### src/rtl/uart_tx_fifo_pkg.sv
// Shared definitions for the UART transmit buffer: launch FSM states and defaults.
package uart_tx_fifo_pkg;

  localparam int unsigned DEF_DEPTH       = 16;
  localparam int unsigned DEF_DATA_W      = 8;
  // Cycles spent waiting for busy to rise before giving up on a launch.
  localparam int unsigned ACK_WAIT_CYCLES = 2;

  typedef enum logic [1:0] {
    IDLE      = 2'd0,
    WAIT_ACK  = 2'd1,
    WAIT_DONE = 2'd2
  } tx_state_t;

endpackage

### src/rtl/uart_tx_fifo_if.sv
// Producer-side and transmitter-side signals of the UART transmit buffer.
interface uart_tx_fifo_if
  import uart_tx_fifo_pkg::*;
#(
  parameter int unsigned DEPTH  = DEF_DEPTH,
  parameter int unsigned DATA_W = DEF_DATA_W
);

  logic                     wr_en_i;
  logic [DATA_W-1:0]        wr_data_i;
  logic                     full_o;
  logic                     empty_o;
  logic [$clog2(DEPTH):0]   level_o;
  logic                     ovf_o;
  logic                     ovf_clr_i;
  logic                     tx_e_o;
  logic [DATA_W-1:0]        tx_d_o;
  logic                     tx_busy_i;

  modport master (
    output wr_en_i, wr_data_i, ovf_clr_i, tx_busy_i,
    input  full_o, empty_o, level_o, ovf_o, tx_e_o, tx_d_o
  );

  modport slave (
    input  wr_en_i, wr_data_i, ovf_clr_i, tx_busy_i,
    output full_o, empty_o, level_o, ovf_o, tx_e_o, tx_d_o
  );

endinterface

### src/rtl/uart_fifo_core.sv
// Circular byte FIFO: storage, pointers, level counter, full/empty and sticky overflow.
module uart_fifo_core
  import uart_tx_fifo_pkg::*;
#(
  parameter int unsigned DEPTH  = DEF_DEPTH,
  parameter int unsigned DATA_W = DEF_DATA_W
) (
  input  logic                   clk,
  input  logic                   resetn,
  input  logic                   push,
  input  logic                   pop,
  input  logic                   ovf_clr,
  input  logic [DATA_W-1:0]      din,
  output logic [DATA_W-1:0]      dout,
  output logic                   full,
  output logic                   empty,
  output logic                   ovf,
  output logic [$clog2(DEPTH):0] level
);

  localparam int unsigned AW = $clog2(DEPTH);
  localparam logic [AW:0] FULL_LEVEL = DEPTH[AW:0];

  logic [DATA_W-1:0] mem [DEPTH];
  logic [AW-1:0]     wr_ptr;
  logic [AW-1:0]     rd_ptr;
  logic              push_ok;
  logic              pop_ok;

  // A write while full is dropped even when a pop happens on the same edge.
  assign push_ok = push && !full;
  assign pop_ok  = pop && !empty;
  assign full    = (level == FULL_LEVEL);
  assign empty   = (level == '0);
  assign dout    = mem[rd_ptr];

  // Storage is deliberately left unreset; only the pointers define validity.
  always_ff @(posedge clk) begin
    if (push_ok) mem[wr_ptr] <= din;
  end

  // Pointers wrap naturally because DEPTH is a power of two.
  always_ff @(posedge clk or negedge resetn) begin
    if (!resetn) begin
      wr_ptr <= '0;
      rd_ptr <= '0;
    end else begin
      if (push_ok) wr_ptr <= wr_ptr + 1'b1;
      if (pop_ok)  rd_ptr <= rd_ptr + 1'b1;
    end
  end

  // Level is an independent up/down counter; push+pop together leaves it unchanged.
  always_ff @(posedge clk or negedge resetn) begin
    if (!resetn) begin
      level <= '0;
    end else begin
      case ({push_ok, pop_ok})
        2'b10:   level <= level + 1'b1;
        2'b01:   level <= level - 1'b1;
        default: level <= level;
      endcase
    end
  end

  // Sticky overflow flag; a new overflow takes priority over a clear.
  always_ff @(posedge clk or negedge resetn) begin
    if (!resetn) begin
      ovf <= 1'b0;
    end else if (push && full) begin
      ovf <= 1'b1;
    end else if (ovf_clr) begin
      ovf <= 1'b0;
    end
  end

endmodule

### src/rtl/uart_tx_fifo.sv
// Byte buffer plus launch FSM feeding a UART transmitter over enable/data/busy.
module uart_tx_fifo
  import uart_tx_fifo_pkg::*;
#(
  parameter int unsigned DEPTH  = DEF_DEPTH,
  parameter int unsigned DATA_W = DEF_DATA_W
) (
  input  logic           clk,
  input  logic           resetn,
  uart_tx_fifo_if.slave  bus
);

  tx_state_t         state, state_next;
  logic              ack_cnt, ack_cnt_next;
  logic              tx_e, tx_e_next;
  logic [DATA_W-1:0] tx_d, tx_d_next;
  logic [DATA_W-1:0] head;
  logic              launch;
  logic              fifo_full;
  logic              fifo_empty;
  logic              fifo_ovf;
  logic [$clog2(DEPTH):0] fifo_level;

  uart_fifo_core #(
    .DEPTH  (DEPTH),
    .DATA_W (DATA_W)
  ) u_core (
    .clk     (clk),
    .resetn  (resetn),
    .push    (bus.wr_en_i),
    .pop     (launch),
    .ovf_clr (bus.ovf_clr_i),
    .din     (bus.wr_data_i),
    .dout    (head),
    .full    (fifo_full),
    .empty   (fifo_empty),
    .ovf     (fifo_ovf),
    .level   (fifo_level)
  );

  assign bus.full_o  = fifo_full;
  assign bus.empty_o = fifo_empty;
  assign bus.ovf_o   = fifo_ovf;
  assign bus.level_o = fifo_level;
  assign bus.tx_e_o  = tx_e;
  assign bus.tx_d_o  = tx_d;

  // State, ack timer and registered transmitter outputs.
  always_ff @(posedge clk or negedge resetn) begin
    if (!resetn) begin
      state   <= IDLE;
      ack_cnt <= 1'b0;
      tx_e    <= 1'b0;
      tx_d    <= '0;
    end else begin
      state   <= state_next;
      ack_cnt <= ack_cnt_next;
      tx_e    <= tx_e_next;
      tx_d    <= tx_d_next;
    end
  end

  // Launch decision and handshake tracking. Outputs are computed as next-values so
  // tx_e/tx_d stay registered as in the original encoding-based FSM.
  always_comb begin
    state_next   = state;
    ack_cnt_next = ack_cnt;
    tx_e_next    = 1'b0;
    tx_d_next    = tx_d;
    launch       = 1'b0;
    case (state)
      IDLE: begin
        if (!fifo_empty && !bus.tx_busy_i) begin
          launch       = 1'b1;
          tx_e_next    = 1'b1;
          tx_d_next    = head;
          ack_cnt_next = 1'b0;
          state_next   = WAIT_ACK;
        end
      end
      WAIT_ACK: begin
        if (bus.tx_busy_i) begin
          state_next = WAIT_DONE;
        end else if (ack_cnt == 1'(ACK_WAIT_CYCLES - 1)) begin
          // Busy never rose: drop this byte and move on.
          state_next = IDLE;
        end else begin
          ack_cnt_next = ack_cnt + 1'b1;
        end
      end
      WAIT_DONE: begin
        if (!bus.tx_busy_i) state_next = IDLE;
      end
      default: state_next = IDLE;
    endcase
  end

endmodule

### src/flat_wrapper.sv
// flat-port wrapper written by rule: the top's interface ports become plain ports
module uart_tx_fifo_flat import uart_tx_fifo_pkg::*;
#(
  parameter int unsigned DEPTH  = DEF_DEPTH,
  parameter int unsigned DATA_W = DEF_DATA_W
)
  (clk, resetn, bus_wr_en_i, bus_wr_data_i, bus_ovf_clr_i, bus_tx_busy_i, bus_full_o, bus_empty_o, bus_level_o, bus_ovf_o, bus_tx_e_o, bus_tx_d_o);
  uart_tx_fifo_if #(.DEPTH(DEPTH), .DATA_W(DATA_W)) bus_i ();
  input  logic clk;
  input  logic resetn;
  input wire logic [$bits(bus_i.wr_en_i)-1:0] bus_wr_en_i;
  input wire logic [$bits(bus_i.wr_data_i)-1:0] bus_wr_data_i;
  input wire logic [$bits(bus_i.ovf_clr_i)-1:0] bus_ovf_clr_i;
  input wire logic [$bits(bus_i.tx_busy_i)-1:0] bus_tx_busy_i;
  output wire logic [$bits(bus_i.full_o)-1:0] bus_full_o;
  output wire logic [$bits(bus_i.empty_o)-1:0] bus_empty_o;
  output wire logic [$bits(bus_i.level_o)-1:0] bus_level_o;
  output wire logic [$bits(bus_i.ovf_o)-1:0] bus_ovf_o;
  output wire logic [$bits(bus_i.tx_e_o)-1:0] bus_tx_e_o;
  output wire logic [$bits(bus_i.tx_d_o)-1:0] bus_tx_d_o;
  assign bus_i.wr_en_i = bus_wr_en_i;
  assign bus_i.wr_data_i = bus_wr_data_i;
  assign bus_i.ovf_clr_i = bus_ovf_clr_i;
  assign bus_i.tx_busy_i = bus_tx_busy_i;
  assign bus_full_o = bus_i.full_o;
  assign bus_empty_o = bus_i.empty_o;
  assign bus_level_o = bus_i.level_o;
  assign bus_ovf_o = bus_i.ovf_o;
  assign bus_tx_e_o = bus_i.tx_e_o;
  assign bus_tx_d_o = bus_i.tx_d_o;
  uart_tx_fifo #(.DEPTH(DEPTH), .DATA_W(DATA_W)) u_core (.clk(clk), .resetn(resetn), .bus(bus_i));
endmodule
### config.mk
export PLATFORM = sky130hd
export DESIGN_NAME = uart_tx_fifo_flat
export DESIGN_NICKNAME = d
export VERILOG_FILES = /design/src/rtl/uart_tx_fifo_pkg.sv /design/src/rtl/uart_tx_fifo_if.sv /design/src/rtl/uart_fifo_core.sv /design/src/rtl/uart_tx_fifo.sv /design/src/flat_wrapper.sv
export SDC_FILE = /design/constraint.sdc
export NUM_CORES = 1
export LEC_CHECK = 0
export ABC_CLOCK_PERIOD_IN_PS = 4090
export CAP_MARGIN = 10
export CORE_ASPECT_RATIO = 0.8
export CORE_UTILIZATION = 60
export DETAILED_ROUTE_END_ITERATION = 16
export GPL_TIMING_DRIVEN = 0
export HOLD_SLACK_MARGIN = 0.05
export PLACE_DENSITY_LB_ADDON = 0.12
export SYNTH_ARGS = -nofsm -noshare
export SYNTH_HDL_FRONTEND = slang
export SYNTH_HIERARCHICAL = 1
export SYNTH_SLANG_ARGS = --single-unit
export TNS_END_PERCENT = 50
### constraint.sdc
create_clock -name clk -period 4.09 [get_ports clk]
set_clock_uncertainty 0.1 [all_clocks]
set_input_delay 0.409 -clock clk [delete_from_list [all_inputs] [get_ports clk]]
set_output_delay 0.409 -clock clk [all_outputs]
set_load 0.03 [all_outputs]
# After elaboration in Yosys (flattened, before gate mapping)
# Memory sizes are Yosys's and may differ from the RTL's. A register that Yosys moved wholly into a read port is not among the register bits.
# Index checks and enable logic that the tools add are counted.
[totals] reg_bits=18 ram_bits=128 output_inout_bits=17 memories=1
[op_classes] addsub=5 n_eq_ne=9 mux=16 reduce_logical=16
[memory_table] name="u_core.u_core.mem" words=16 width=8 read_ports=1 rd_ports_with_merged_regs=1 write_ports=1 line_no="uart_fifo_core.sv:24" rtl="logic [DATA_W-1:0] mem [DEPTH];"
[ops] operator="$pmux W5 S2" count=1
[ops] operator="$mux W1" count=9
[ops] operator="$add A4 B1 Y4 const B" count=2
[ops] operator="$mux W2" count=4
[ops] operator="$pmux W2 S3" count=1
[ops] operator="$reduce_and A3 Y1" count=2
[ops] operator="$reduce_bool A2 Y1" count=3
[ops] operator="$add A5 B1 Y5 const B" count=1
[ops] operator="$eq A5 B5 Y1 const B" count=1
[ops] operator="$logic_not A5 Y1" count=1
[ops] operator="$sub A5 B1 Y5 const B" count=1
[ops] operator="$eq A2 B1 Y1 const B" count=2
[ops] operator="$eq A2 B2 Y1 const B" count=2
[ops] operator="$logic_and A1 B1 Y1" count=4
[ops] operator="$logic_not A1 Y1" count=4
[ops] operator="$ne A2 B2 Y1 const B" count=2
[ops] operator="$ne A3 B2 Y1 const B" count=1
[ops] operator="$logic_not A2 Y1" count=1
[ops] operator="$ne A2 B1 Y1 const B" count=1
[ops] operator="$pmux W1 S2" count=1
[ops] operator="$reduce_and A2 Y1" count=1
[ops] operator="$add A1 B1 Y1 const B" count=1

# Longest topological paths before layout
[logic_depth] word_depth=8 ltp_mapped=13 mapped_depth_nobuf=12

# Modules after synthesis
# The synthesis kept the hierarchy.
[modules_own_cells] mod="uart_fifo_core" instances=1 cells_per_inst=335 area_per_inst_um2=5816.8 seq_area_each_um2=4194.0
[modules_own_cells] mod="uart_tx_fifo" instances=1 cells_per_inst=28 area_per_inst_um2=464.2 seq_area_each_um2=300.3

# Worst setup path after synthesis
# OpenSTA, ideal clock, no wires.
[synth_path] path_kind="register -> register" startpoint="register u_core.u_core.level[0]" endpoint="register u_core.u_core.level[4]" arrival_time_ns=3.150 setup_slack_ns=0.706 path_stages_with_launch=14 n_path_buf=1 synth_period_minus_slack_ns=3.384 path_cell_list="dfrtp_1 > nor4_2 > and2b_1 > nor4_4 > nor2b_1 > buf_2 > ha_1 > inv_1 > fa_1 > nor2b_1 > o21ai_0 > nand3_1 > or3b_1 > xnor2_1"
[synth_via] elab_chain_cells=8 word_cells_on_any_way=15
[synth_rtl] item="start: declaration" line_no="uart_fifo_core.sv:18" rtl="output logic [$clog2(DEPTH):0] level"
[synth_rtl] item="start signal: assignment" line_no="uart_fifo_core.sv:59" rtl="2'b10: level <= level + 1'b1;"
[synth_rtl] item="start signal: assignment" line_no="uart_fifo_core.sv:60" rtl="2'b01: level <= level - 1'b1;"
[synth_rtl] item="start signal: assignment" line_no="uart_fifo_core.sv:61" rtl="default: level <= level;"
[synth_rtl] item="$logic_not A5 Y1 (*)" line_no="uart_fifo_core.sv:34" rtl="assign empty = (level == '0);"
[synth_rtl] item="net bus_empty_o" line_no="flat_wrapper.sv:16" rtl="output wire logic [$bits(bus_i.empty_o)-1:0] bus_empty_o;"
[synth_rtl] item="$logic_not A1 Y1 (*)" line_no="uart_tx_fifo.sv:73" rtl="if (!fifo_empty && !bus.tx_busy_i) begin"
[synth_rtl] item="$logic_and A1 B1 Y1 (*)" line_no="uart_tx_fifo.sv:73"
[synth_rtl] item="$mux W1 (*)" line_no="uart_tx_fifo.sv:73"
[synth_rtl] item="$mux W1 (*)" line_no="uart_tx_fifo.sv:71" rtl="case (state)"
[synth_rtl] item="net u_core.launch" line_no="uart_tx_fifo.sv:18" rtl="logic launch;"
[synth_rtl] item="$logic_and A1 B1 Y1 (*)" line_no="uart_fifo_core.sv:32" rtl="assign pop_ok = pop && !empty;"
[synth_rtl] item="net u_core.u_core.pop_ok" line_no="uart_fifo_core.sv:28" rtl="logic pop_ok;"
[synth_rtl] item="$eq A2 B1 Y1 or $eq A2 B2 Y1 (tied branches)" line_no="uart_fifo_core.sv:58" rtl="case ({push_ok, pop_ok})"
[synth_rtl] item="$pmux W5 S2 or $reduce_bool A2 Y1 (tied branches)"
# The timed path passes the listed nets; every way through them passes the cells marked *.
# A chain may end at the register's enable or synchronous reset.

# Worst setup path after layout
[layout_path] startpoint="register u_core.u_core.level[0]" endpoint="register u_core.u_core.level[4]"
[layout_via] elab_chain_cells=8 word_cells_on_any_way=15
[layout_rtl] item="$logic_not A5 Y1 (*)" line_no="uart_fifo_core.sv:34"
[layout_rtl] item="$logic_not A1 Y1 (*)" line_no="uart_tx_fifo.sv:73"
[layout_rtl] item="$logic_and A1 B1 Y1 (*)" line_no="uart_tx_fifo.sv:73"
[layout_rtl] item="$mux W1 (*)" line_no="uart_tx_fifo.sv:73"
[layout_rtl] item="$mux W1 (*)" line_no="uart_tx_fifo.sv:71"
[layout_rtl] item="net u_core.launch" line_no="uart_tx_fifo.sv:18"
[layout_rtl] item="$logic_and A1 B1 Y1 (*)" line_no="uart_fifo_core.sv:32"
[layout_rtl] item="net u_core.u_core.pop_ok" line_no="uart_fifo_core.sv:28"
[layout_rtl] item="$eq A2 B1 Y1 or $eq A2 B2 Y1 (tied branches)" line_no="uart_fifo_core.sv:58"
[layout_rtl] item="$pmux W5 S2 or $reduce_bool A2 Y1 (tied branches)"
# Marks and branches as above.

==> out/summary.txt <==
Post-Route Setup TNS -> 0 ps
Die area -> 10900 µm²
Synth Cell Area -> 6280 µm²
Nets -> 439
Worst-skew pair later-pin latency -> 420 ps
Core area -> 10200 µm²
I/O Pins -> 30
Final core utilization -> 72.2%
Gr usage total -> 25.9%
Status -> finished, final reports clean
Synth Instances -> 363
Port Buffer Count -> 29
Final count of hold timing violations -> 0
Total number of vias -> 3342
Avg Cell Area, Syn -> 17.3 µm²
Initial antenna violation count -> 0
Top cells by area, synth -> edfxtp_1 (61%), dfrtp_1 (10%), mux4_2 (5.7%)
CP max FO -> 10
Root Driver -> clkbuf_16
Detail Placement HPWL -> 8.07 mm
Post-DRT Antenna Nets -> 0
Synth Flop Type -> edfxtp_1
Largest net degree at the start of global routing -> 17
Post-route cell area -> 7370 µm²
Tightest Hold Check Type -> input port to async pin
Synth area leader -> edfxtp_1
Setup crit end kind -> flop
Top-count cell post-synth -> edfxtp_1
TritonCTS Buffers -> 17
Vias in the first global route -> 3302
CP required -> 4300 ps
Post-cts resize count -> 0
Slew HR -> 39.5%
Dpl cell area -> 6770 µm²
Minimum clock period -> 3540 ps
CP Launch Type -> flop
Top cells by instance count after synthesis -> edfxtp_1 (128), dfrtp_1 (26), mux2i_1 (25), o21ai_0 (20), nand2_1 (18)
Clock transition at path regs -> 60 ps
Via-per-instance ratio -> 5.87
#FFs+latches synth -> 154
Die height -> 93.5 µm
WL final -> 12.4 mm
H-tree depth -> 4
Synth unique cells -> 39
RePlAce Congestion -> 0.828
DR iter-0 viols -> 312
Sequential area share after synthesis -> 71.6%
Total setup buffers inserted after CTS -> 0
Routed len/inst -> 21.8 µm
Data arrival, critical path -> 3740 ps
Max Freq -> 283 MHz
CTS tree -> yes
Clk buf depth -> 2
Synth async-reset ratio -> 16.9%
Synth-to-Final Area Change -> 17.3%
First-pass GRT wire length -> 19.0 mm
Hold_buf cts -> 0
Number of flops mapped to enable cells by yosys -> 128
Total gr overflow -> 0
Fin crit share -> 86.5%
Drt drc -> 0
Pins Over Slew Limit -> 0
RSZ-0062 raised after global routing -> false
Clk sink count -> 154
Die Span X -> 116 µm
Initial Util -> 61.6%
Worst stage delay on the critical path -> 490 ps
Final antenna diode count -> 0
Pre-Repair DR Iteration Count -> 5
Power Density -> 750 nW/µm²
Synthesis Warnings -> 6
Worst vdd ir -> 0.376 mV
Syn nets -> 386
CP most frequent cell -> nor2b_1
Max Cap Violations -> 0
Final setup viols -> 0
Slew of the pin with the lowest slew margin -> 904 ps
Post-synth top area share -> 61.2%
Crit path cell chain -> nor4_2 > and2b_1 > nor4_4 > nor2b_1 > buf_2 > ha_1 > inv_1 > fa_1 > nor2b_1 > o21ai_0 > nand3_1 > or3b_1 > xnor2_1
Rows -> 33
Critical path's slowest cell -> nor4_4
Share of cells above drive strength 1 -> 19.8%
Overall Power -> 5.52 mW
CP Class -> flop to flop
P_leak -> 2.62 nW
## routing by layer
layer  routed length, µm  vias to the layer above  track usage [%]
met5                   0                        -                0
met4                 258                        0             10.7
met3                 959                       21             8.10
met2                5730                      129             37.4
met1                5450                     1684             36.5
li1                    -                     1508                -
## worst paths after layout
check | from | to | slack [ps] | depth (start not counted)
setup / recovery | u_core/u_core/level[0] | u_core/u_core/level[4] | 550 | 13
hold / removal | resetn | u_core/state[0] | 350 | 1
setup reg to reg | u_core/u_core/level[0] | u_core/u_core/level[4] | 550 | 13
hold reg to reg | u_core/ack_cnt | u_core/state[0] | 390 | 1
max in group asynchronous | resetn | u_core/u_core/rd_ptr[3] | 2970 | 2
min in group clk | u_core/ack_cnt | u_core/state[0] | 390 | 1
## registers in the layout, summed over array words and instances (netlist names)
name / count
u_core/bus.tx_d_o: 8
u_core/state: 2
u_core/u_core/mem: 128
u_core/u_core/level: 5
u_core/u_core/wr_ptr: 4
u_core/u_core/ovf: 1
u_core/bus.tx_e_o: 1
u_core/u_core/rd_ptr: 4
u_core/ack_cnt: 1
## cell type report
cell class	count	area, µm²
Clock inverter	13	146
Fill cell	651	2830
Timing Repair Buffer	34	330
Sequential cell	154	4490
Inverter	9	33.8
Buffer	18	129
Clock buffer	19	433
Tap cell	140	175
Multi-Input combinational cell	182	1620
## where the power goes
| group | leakage (nW) | internal (mW) | total (mW) | switching (mW) |
|---|---|---|---|---|
| clock network | 0.266 | 0.902 | 1.51 | 0.611 |
| registers | 1.47 | 1.96 | 2.10 | 0.136 |
| logic | 0.888 | 0.826 | 1.91 | 1.08 |
| total | 2.62 | 3.69 | 5.52 | 1.83 |
## per-stage QoR
stage               worst slack (ps)  cells  hold slack, ps
global placement                 410    532             358
floorplan                        706    363            13.4
finish                           554    569             349
global route                     293    569             416
CTS                              546    566             370
detailed placement               361    534             396
## layout by cell type, fill, tap and decap left out, types with 2 or more instances in the layout
cell type / n
a21oi_1: 10
a221oi_1: 8
a22oi_1: 8
and2_1: 3
buf_2: 7
buf_6: 5
bufinv_16: 2
clkbuf_1: 7
clkbuf_16: 17
clkdlybuf4s50_1: 29
clkinv_4: 3
clkinvlp_4: 5
dfrtp_1: 26
edfxtp_1: 128
ha_1: 9
inv_1: 9
inv_6: 2
mux2_2: 16
mux2i_1: 25
mux4_2: 16
nand2_1: 18
nand2b_1: 2
nand3_1: 2
nor2_1: 13
nor2b_1: 3
nor3_1: 4
o21ai_0: 20
xnor2_1: 7
xor2_1: 4
## critical path: cells and delay by family, from the launching register on
family          cells  cell delay, ps
simple gates        7            1620
fa+ha+maj           2             670
flops               1             450
buf+inv             2             320
xor+xnor            1             130
compound gates      1             120
## cell families after synthesis
kind of cell / synth area share (%)
adders and majority gates: 2.11
and+or+nand+nor: 4.36
buffers and inverters: 2.59
xor gates and xnor gates: 1.53
muxes: 12.8
DFF: 71.6
AOI/OAI and AO/OA: 5.02
No activity file was read; power rests on OpenSTA's default activity.
